<file path="config.mk">
export PLATFORM = sky130hd
export DESIGN_NAME = rf68000_mmu_loader_flat
export DESIGN_NICKNAME = d
export VERILOG_FILES = /design/src/rtl/rf68000_mmu_loader_if.sv /design/src/rtl/rf68000_mmu_loader.sv /design/src/flat_wrapper.sv
export SDC_FILE = /design/constraint.sdc
export NUM_CORES = 1
export LEC_CHECK = 0
export BUFFER_PORTS_ARGS = -buffer_cell sky130_fd_sc_hd__buf_2
export CAP_MARGIN = 20
export CORE_AREA = 2 2 116 73
export DETAILED_ROUTE_END_ITERATION = 10
export DIE_AREA = 0 0 118 75
export PLACE_DENSITY = 0.87
export SYNTH_ARGS = -nofsm -noshare
export SYNTH_HDL_FRONTEND = slang
export SYNTH_SLANG_ARGS = --single-unit
export TNS_END_PERCENT = 30
</file>
<file path="constraint.sdc">
create_clock -name clk_i -period 2.2 [get_ports clk_i]
set_input_delay 0.44 -clock clk_i [delete_from_list [all_inputs] [get_ports clk_i]]
set_output_delay 0.44 -clock clk_i [all_outputs]
set_load 0.03 [all_outputs]
</file>
<file path="src/rtl/rf68000_mmu_loader_if.sv">
// Wishbone-style config bus between the MMU map loader (master) and the MMU s_* port (slave).
interface rf68000_mmu_loader_if;
    logic        cs;
    logic        cyc;
    logic        stb;
    logic        we;
    logic [7:0]  asid;
    logic [31:0] adr;
    logic [31:0] dat_o;
    logic [31:0] dat_i;
    logic        ack;

    modport master (
        output cs, cyc, stb, we, asid, adr, dat_o,
        input  dat_i, ack
    );

    modport slave (
        input  cs, cyc, stb, we, asid, adr, dat_o,
        output dat_i, ack
    );
endinterface

</file>
<file path="src/rtl/rf68000_mmu_loader.sv">
// Programs a run of consecutive rf68000 MMU page-map entries for one ASID over the config bus.
// Optional read-back verify of every entry is built when MMU_LOADER_VERIFY_EN is defined.
module rf68000_mmu_loader #(
    parameter logic [31:0] CFG_BASE  = 32'hFDC00000,
    parameter int unsigned TO_CYCLES = 64
) (
    input  logic                  clk_i,
    input  logic                  rst_i,
    input  logic                  start_i,
    input  logic [7:0]            asid_i,
    input  logic [8:0]            first_pg_i,
    input  logic [9:0]            count_i,
    input  logic [15:0]           base_ppn_i,
    input  logic [1:0]            wx_i,
    rf68000_mmu_loader_if.master  m,
    output logic                  busy_o,
    output logic                  done_o,
    output logic                  err_o,
    output logic [8:0]            err_pg_o
);

    localparam int unsigned   ToW    = $clog2(TO_CYCLES + 1);
    localparam logic [ToW-1:0] ToLast = ToW'(TO_CYCLES - 1);

`ifdef MMU_LOADER_VERIFY_EN
    typedef enum logic [2:0] {StIdle, StWr, StWgap, StRd, StRgap, StFin} state_e;
`else
    typedef enum logic [1:0] {StIdle, StWr, StWgap, StFin} state_e;
`endif

    state_e         state_q, state_d;
    logic [7:0]     asid_q, asid_d;
    logic [8:0]     page_q, page_d;
    logic [15:0]    ppn_q, ppn_d;
    logic [1:0]     wx_q, wx_d;
    logic [9:0]     rem_q, rem_d;
    logic [ToW-1:0] to_cnt_q, to_cnt_d;
    logic           busy_q, busy_d;
    logic           done_q, done_d;
    logic           err_q, err_d;
    logic [8:0]     err_pg_q, err_pg_d;
    logic           in_bus;
    logic           next_page;
`ifdef MMU_LOADER_VERIFY_EN
    logic [17:0]    rdata_q, rdata_d;
    assign in_bus = (state_q == StWr) || (state_q == StRd);
`else
    assign in_bus = (state_q == StWr);
`endif

    always_comb begin
        state_d   = state_q;
        asid_d    = asid_q;
        page_d    = page_q;
        ppn_d     = ppn_q;
        wx_d      = wx_q;
        rem_d     = rem_q;
        busy_d    = busy_q;
        done_d    = 1'b0;
        err_d     = err_q;
        err_pg_d  = err_pg_q;
        next_page = 1'b0;
        // Free-running only while a bus cycle is open, so it restarts on every WR/RD entry.
        to_cnt_d  = in_bus ? to_cnt_q + 1'b1 : '0;
`ifdef MMU_LOADER_VERIFY_EN
        rdata_d   = rdata_q;
`endif
        unique case (state_q)
            StIdle: begin
                if (start_i) begin
                    asid_d   = asid_i;
                    page_d   = first_pg_i;
                    ppn_d    = base_ppn_i;
                    wx_d     = wx_i;
                    rem_d    = count_i;
                    err_d    = 1'b0;
                    err_pg_d = '0;
                    busy_d   = 1'b1;
                    state_d  = (count_i == '0) ? StFin : StWr;
                end
            end
            StWr: begin
                if (m.ack) begin
                    state_d = StWgap;
                end else if (to_cnt_q == ToLast) begin
                    err_d    = 1'b1;
                    err_pg_d = page_q;
                    state_d  = StFin;
                end
            end
            StWgap: begin
`ifdef MMU_LOADER_VERIFY_EN
                state_d = StRd;
`else
                next_page = 1'b1;
`endif
            end
`ifdef MMU_LOADER_VERIFY_EN
            StRd: begin
                if (m.ack) begin
                    rdata_d = m.dat_i[17:0];
                    state_d = StRgap;
                end else if (to_cnt_q == ToLast) begin
                    err_d    = 1'b1;
                    err_pg_d = page_q;
                    state_d  = StFin;
                end
            end
            StRgap: begin
                if (rdata_q != {wx_q, ppn_q}) begin
                    err_d    = 1'b1;
                    err_pg_d = page_q;
                    state_d  = StFin;
                end else begin
                    next_page = 1'b1;
                end
            end
`endif
            StFin: begin
                busy_d  = 1'b0;
                done_d  = 1'b1;
                state_d = StIdle;
            end
            default: state_d = StIdle;
        endcase

        // Page and ppn wrap naturally at their register widths.
        if (next_page) begin
            page_d  = page_q + 1'b1;
            ppn_d   = ppn_q + 1'b1;
            rem_d   = rem_q - 1'b1;
            state_d = (rem_q == 10'd1) ? StFin : StWr;
        end
    end

    always_ff @(posedge clk_i) begin
        if (rst_i) begin
            state_q  <= StIdle;
            asid_q   <= '0;
            page_q   <= '0;
            ppn_q    <= '0;
            wx_q     <= '0;
            rem_q    <= '0;
            to_cnt_q <= '0;
            busy_q   <= 1'b0;
            done_q   <= 1'b0;
            err_q    <= 1'b0;
            err_pg_q <= '0;
`ifdef MMU_LOADER_VERIFY_EN
            rdata_q  <= '0;
`endif
        end else begin
            state_q  <= state_d;
            asid_q   <= asid_d;
            page_q   <= page_d;
            ppn_q    <= ppn_d;
            wx_q     <= wx_d;
            rem_q    <= rem_d;
            to_cnt_q <= to_cnt_d;
            busy_q   <= busy_d;
            done_q   <= done_d;
            err_q    <= err_d;
            err_pg_q <= err_pg_d;
`ifdef MMU_LOADER_VERIFY_EN
            rdata_q  <= rdata_d;
`endif
        end
    end

    assign m.cs     = in_bus;
    assign m.cyc    = in_bus;
    assign m.stb    = in_bus;
    assign m.we     = (state_q == StWr);
    assign m.asid   = asid_q;
    // Address is forced to zero outside a run so an idle loader presents an all-zero bus.
    assign m.adr    = busy_q ? {CFG_BASE[31:11], page_q, 2'b00} : 32'h0;
    assign m.dat_o  = {14'h0, wx_q, ppn_q};
    assign busy_o   = busy_q;
    assign done_o   = done_q;
    assign err_o    = err_q;
    assign err_pg_o = err_pg_q;

endmodule

</file>
<file path="src/flat_wrapper.sv">
// flat-port wrapper written by rule: the top's interface ports become plain ports
module rf68000_mmu_loader_flat 
#(
    parameter logic [31:0] CFG_BASE  = 32'hFDC00000,
    parameter int unsigned TO_CYCLES = 64
)
  (clk_i, rst_i, start_i, asid_i, first_pg_i, count_i, base_ppn_i, wx_i, busy_o, done_o, err_o, err_pg_o, m_cs, m_cyc, m_stb, m_we, m_asid, m_adr, m_dat_o, m_dat_i, m_ack);
  rf68000_mmu_loader_if m_i ();
  input  logic clk_i;
  input  logic rst_i;
  input  logic start_i;
  input  logic [7:0] asid_i;
  input  logic [8:0] first_pg_i;
  input  logic [9:0] count_i;
  input  logic [15:0] base_ppn_i;
  input  logic [1:0] wx_i;
  output logic busy_o;
  output logic done_o;
  output logic err_o;
  output logic [8:0] err_pg_o;
  output wire logic [$bits(m_i.cs)-1:0] m_cs;
  output wire logic [$bits(m_i.cyc)-1:0] m_cyc;
  output wire logic [$bits(m_i.stb)-1:0] m_stb;
  output wire logic [$bits(m_i.we)-1:0] m_we;
  output wire logic [$bits(m_i.asid)-1:0] m_asid;
  output wire logic [$bits(m_i.adr)-1:0] m_adr;
  output wire logic [$bits(m_i.dat_o)-1:0] m_dat_o;
  input wire logic [$bits(m_i.dat_i)-1:0] m_dat_i;
  input wire logic [$bits(m_i.ack)-1:0] m_ack;
  assign m_cs = m_i.cs;
  assign m_cyc = m_i.cyc;
  assign m_stb = m_i.stb;
  assign m_we = m_i.we;
  assign m_asid = m_i.asid;
  assign m_adr = m_i.adr;
  assign m_dat_o = m_i.dat_o;
  assign m_i.dat_i = m_dat_i;
  assign m_i.ack = m_ack;
  rf68000_mmu_loader #(.CFG_BASE(CFG_BASE), .TO_CYCLES(TO_CYCLES)) u_core (.clk_i(clk_i), .rst_i(rst_i), .start_i(start_i), .asid_i(asid_i), .first_pg_i(first_pg_i), .count_i(count_i), .base_ppn_i(base_ppn_i), .wx_i(wx_i), .m(m_i), .busy_o(busy_o), .done_o(done_o), .err_o(err_o), .err_pg_o(err_pg_o));
endmodule
</file>
### Word level (Yosys, flattened, before mapping)

Cells that the tools add are included.

* latch bits: 0
* bits of input ports: 81
* memory bits (read-only): 0
* memory bits (writable): 0
* bits in registers: 66
* word-level logic and storage cells: 68
* memories kept: 0

* $mul: 0
* $lt $le $gt $ge: 0
* bitwise gates (word level): 1
* reduce and logical (&&, ||, !) cells: 13
* shift operators: 0
* eq/ne operators: 10
* div/mod/pow operators: 0
* multiplexer cells: 29
* $add $sub $neg: 4

Operators with widths (number)
* $mux W9: 6
* $mux W16: 3
* $mux W32: 1
* $mux W10: 3
* $pmux W9 S2: 1
* $add A16 B1 Y16 const B: 1
* $mux W2: 6
* $eq A10 B1 Y1 const B: 1
* $logic_not A10 Y1: 1
* $sub A10 B1 Y10 const B: 1
* $add A9 B1 Y9 const B: 1
* $reduce_bool A2 Y1: 4
* $add A7 B1 Y7 const B: 1
* $eq A7 B6 Y1 const B: 1
* $mux W1: 6
* $ne A2 B2 Y1 const B: 3
* $pmux W2 S3: 1
* $reduce_and A2 Y1: 3
* $eq A2 B2 Y1 const B: 2
* $ne A4 B4 Y1 const B: 1
* $pmux W1 S2: 2
* $reduce_and A4 Y1: 1
* $reduce_bool A4 Y1: 1
* $ne A3 B2 Y1 const B: 1
* other kinds (5): 5

### Longest topological paths before layout

* depth in word-level cells: 5
* depth in mapped cells: 8
* depth with buffers taken out: 6

### Worst setup path before layout

No wires, ideal clock.

* path type: reg2reg
* from: reg u_core.ppn_q[0]
* to: reg u_core.ppn_q[14]
* data arrival time: 1996 ps
* clock period less this slack: 2112 ps
* stages on the path, launching flop included: 7
* required time: 2084 ps
* library setup time: 116 ps
* slack: 88 ps
* cells stage by stage: dfxtp_1 > ha_1 > nand4_1 > or2_0 > buf_6 > or4_1 > o211a_1

* longest elaborated chain between the ends: 2

Ends and longest elaborated chain
* start, declared: line rf68000_mmu_loader.sv:34 `logic [15:0] ppn_q, ppn_d;`
* start signal, assigned: line rf68000_mmu_loader.sv:156 `ppn_q <= ppn_d;`
* $add A16 B1 Y16: line rf68000_mmu_loader.sv:130 `ppn_d = ppn_q + 1'b1;`
* $mux W16: line rf68000_mmu_loader.sv:128 `if (next_page) begin`

No other way between the ends.
A chain may end at the register's enable or synchronous reset.

### Worst setup path after layout

* from: reg u_core.state_q[0]
* to: reg u_core.ppn_q[10]

* longest elaborated chain between the ends: 4
* elaborated cells between the ends (all ways): 7

Ends and longest elaborated chain
* start, declared: line rf68000_mmu_loader.sv:31 `state_e state_q, state_d;`
* start signal, assigned: line rf68000_mmu_loader.sv:138 `state_q <= StIdle;`
* start signal, assigned: line rf68000_mmu_loader.sv:153 `state_q <= state_d;`
* $eq A2 B2 Y1: line rf68000_mmu_loader.sv:68 `unique case (state_q)`
* $mux W1: line rf68000_mmu_loader.sv:68
* $reduce_bool A2 Y1 (no line)
* $reduce_and A2 Y1 (no line)

Several ways; a longest one is shown, not always the timed one.

==> reports/results.ini <==
[synth]
synth_commonest_cells=66 x dfxtp_1, 61 x nand2_1, 41 x buf_4
synth-simple-area-share_pct=27.7
ys_types=52
synthFlopType=dfxtp_1
synth_top_area_cell=dfxtp_1
async_flop_share_pct=0
synth_cells=450
synth.top_cell.area_share_pct=37.0
synth_edf_count=0
synth_area_leaders=dfxtp_1 37%, buf_4 8.6%, nand2_1 6.4%
synthXorXnorAreaFrac_pct=0.981
synth_most_common_cell=dfxtp_1
yosys_warnings=0
synth.cell_area_mm2=0.00357
synthMuxAreaShare_pct=0.911
synthAdderAreaFrac_pct=3.15
yosysSeqAreaShare_pct=37.0
postSynthAreaPerCell_um2=7.93
synth_top_family_by_area=simple AND/OR/NAND/NOR gates
synth_seq_cells=66
synth_compound_area_share_pct=17.3

[sta]
drv_slew=0
rsz0062_at_grt=false
layout_min_cycle_time_ns=2.02
tns_ns=0
timing.fmax_mhz=496
finalCritPeriodShare_pct=91.6
fin_skew_ns=0.00478
hold_violations=0
setup_slack_ns=0.184
setup_viol=0
max_slew_margin_pct=61.0
worst_slew_pin_slew_ns=0.583

[die]
initial_core_util_pct=46.2
die_y_um=75
io_pins=169
core_area_mm2=0.00773
die_width_um=118
dieArea_mm2=0.00885
placementRows=25

[flow_run]
max_cap_viol_count=0

[clock_tree]
numCtsBuffers=9
clockRootBuffer=clkbuf_16
clock-sinks=66
cts_max_level=3
cts_tree=done
post-cts-setup-buffer-count=0
cts.clk_slew.worst_paths_ns=0.05
cts_max_path_buffers=2
cts_resized=0
postCtsHoldBufs=0
clk_latency_ns=0.33

[critical_path]
ff2ff_path_depth=7
path_max_fanout=6
cp.arrival_ns=2.27
rr_endpoint=u_core.ppn_q[10]
r2r_slack_ns=0.18
rr_startpoint=u_core.state_q[0]
crit_path_end_kind=flop
worstSetupPathType=flop to flop
worstSetupStartpointType=flop
crit_required_ns=2.45

[grt]
grt_pass1_wl_um=15200
grt.busiest_layer=met2
grt_use_met1_pct=30.0
grt_pass1_vias=3098
grt_overflow=0
met3_usage_pct=7.42
met2_usage_pct=34.0
grtUsageTotal_pct=22.0
antenna_found_initial=0
grt_max_degree=32

[run_status]
status=completed

[power_and_ir_drop]
p_leak_nw=1.92
p_total_mw=5.17
pwr_density_cell_mw_per_mm2=1170
ir_drop_mv=0.482

[finish]
drive_above_1_share_pct=27.6
finish.instance_area_mm2=0.00443
area_delta_synth_final_pct=24.1
utilization_pct=57.3
fin_nets=640
diodes=0

[drt]
firstDrtPassIters=4
routedWlPerCell_um=14.4
vias_per_cell=5.33
route.detailed.drc=0
wl_um=9580
drtIter0Drc=292
ant_nets=0
vias=3533

[place]
place_congestion=0.912
place_ws_ns=0.217
numPortBuffers=108
place_area_mm2=0.00410
place_hpwl_um=7150

[worst_hold_path]
hold_depth=3
holdPathEnd=u_core.m.asid[5]
hold_class=primary input to flop
min_from=asid_i[5]

## report_power, final
part | leakage, nW | internal (mW) | total (mW) | switching (mW)
logic | 1.22 | 0.683 | 1.94 | 1.26
clock network | 0.159 | 1.02 | 1.55 | 0.526
registers | 0.540 | 1.42 | 1.68 | 0.259
total | 1.92 | 3.13 | 5.17 | 2.05
## stage by stage
stage          cells  hold slack [ns]
6_report         663            0.349
3_3_place_gp     647            0.430
5_1_grt          663            0.348
3_5_place_dp     647            0.444
4_1_cts          663            0.338
2_1_floorplan    477            0.418
## registers in the layout, summed over array words and instances, names as in the netlist
| signal | cells |
|---|---|
| u_core.busy_o | 1 |
| u_core.m.asid | 8 |
| u_core.ppn_q | 16 |
| u_core.state_q | 2 |
| u_core.err_o | 1 |
| u_core.done_o | 1 |
| u_core.to_cnt_q | 7 |
| u_core.rem_q | 10 |
| u_core.wx_q | 2 |
| u_core.page_q | 9 |
| u_core.err_pg_o | 9 |
## worst max-delay path: stages (launching register included)
cell     delay (ns)
dfxtp_1        0.31
inv_1          0.10
ha_1           0.18
nand4_1        0.16
or2_0          0.35
buf_4          0.21
or4_1          0.46
a31oi_1        0.18
## cell families (layout without fill, tap and decap cells)
group | after synthesis | after routing
AO/OA/AOI/OAI | 99 | 99
XOR/XNOR | 4 | 4
adder cells (fa/ha/maj) | 9 | 9
buffers and inverters | 79 | 157
flip-flops | 66 | 66
multiplexers | 3 | 3
other | 1 | 28
AND/OR/NAND/NOR | 189 | 189
## worst max-delay path by stage
stage                 startpoint                 end  slack [ns]  cells past startpoint
2_1_floorplan    u_core.ppn_q[0]    u_core.ppn_q[14]        0.09                      6
3_3_place_gp   u_core.state_q[0]     u_core.ppn_q[8]        0.27                      7
3_5_place_dp   u_core.state_q[1]  u_core.err_pg_o[1]        0.22                      6
4_1_cts        u_core.state_q[0]    u_core.ppn_q[10]        0.17                      7
5_1_grt        u_core.state_q[0]     u_core.ppn_q[8]        0.06                      7
6_report       u_core.state_q[0]    u_core.ppn_q[10]        0.18                      7
## metal layers
layer / vias up / wire length [um]
met1: 1641 / 4470
met2: 155 / 4150
met3: 9 / 867
met5: - / 0
met4: 0 / 97
li1: 1728 / -
## area by class of cell
cell class / count / area (um^2)
Sequential cell: 66 / 1320
Fill cell: 731 / 3300
Clock inverter: 6 / 90.1
Clock buffer: 10 / 239
Multi-Input combinational cell: 332 / 1890
Tap cell: 108 / 135
Timing Repair Buffer: 129 / 711
Inverter: 12 / 45.0
## cell usage in the layout, fill, tap and decap left out, types with 2 or more instances in the layout
cell	count
and3_1	6
o211ai_1	8
xor2_1	2
xnor2_1	2
mux2_2	2
buf_4	20
nor3b_1	3
nor2_1	27
nand3_1	24
nor3_1	5
nand4_1	6
buf_2	108
nor4_1	10
dfxtp_1	66
o21a_1	2
inv_1	11
a31oi_1	17
o221a_2	2
or4_1	6
clkbuf_16	9
clkinv_4	2
and2_1	11
nor2b_1	3
a21oi_1	37
conb_1	28
a211oi_1	11
nand2b_1	6
nand2_1	61
bufinv_16	2
a311oi_1	4
o21ai_0	12
or3_1	8
ha_1	9
and4_1	3
Power figures use the tool's default switching activity.
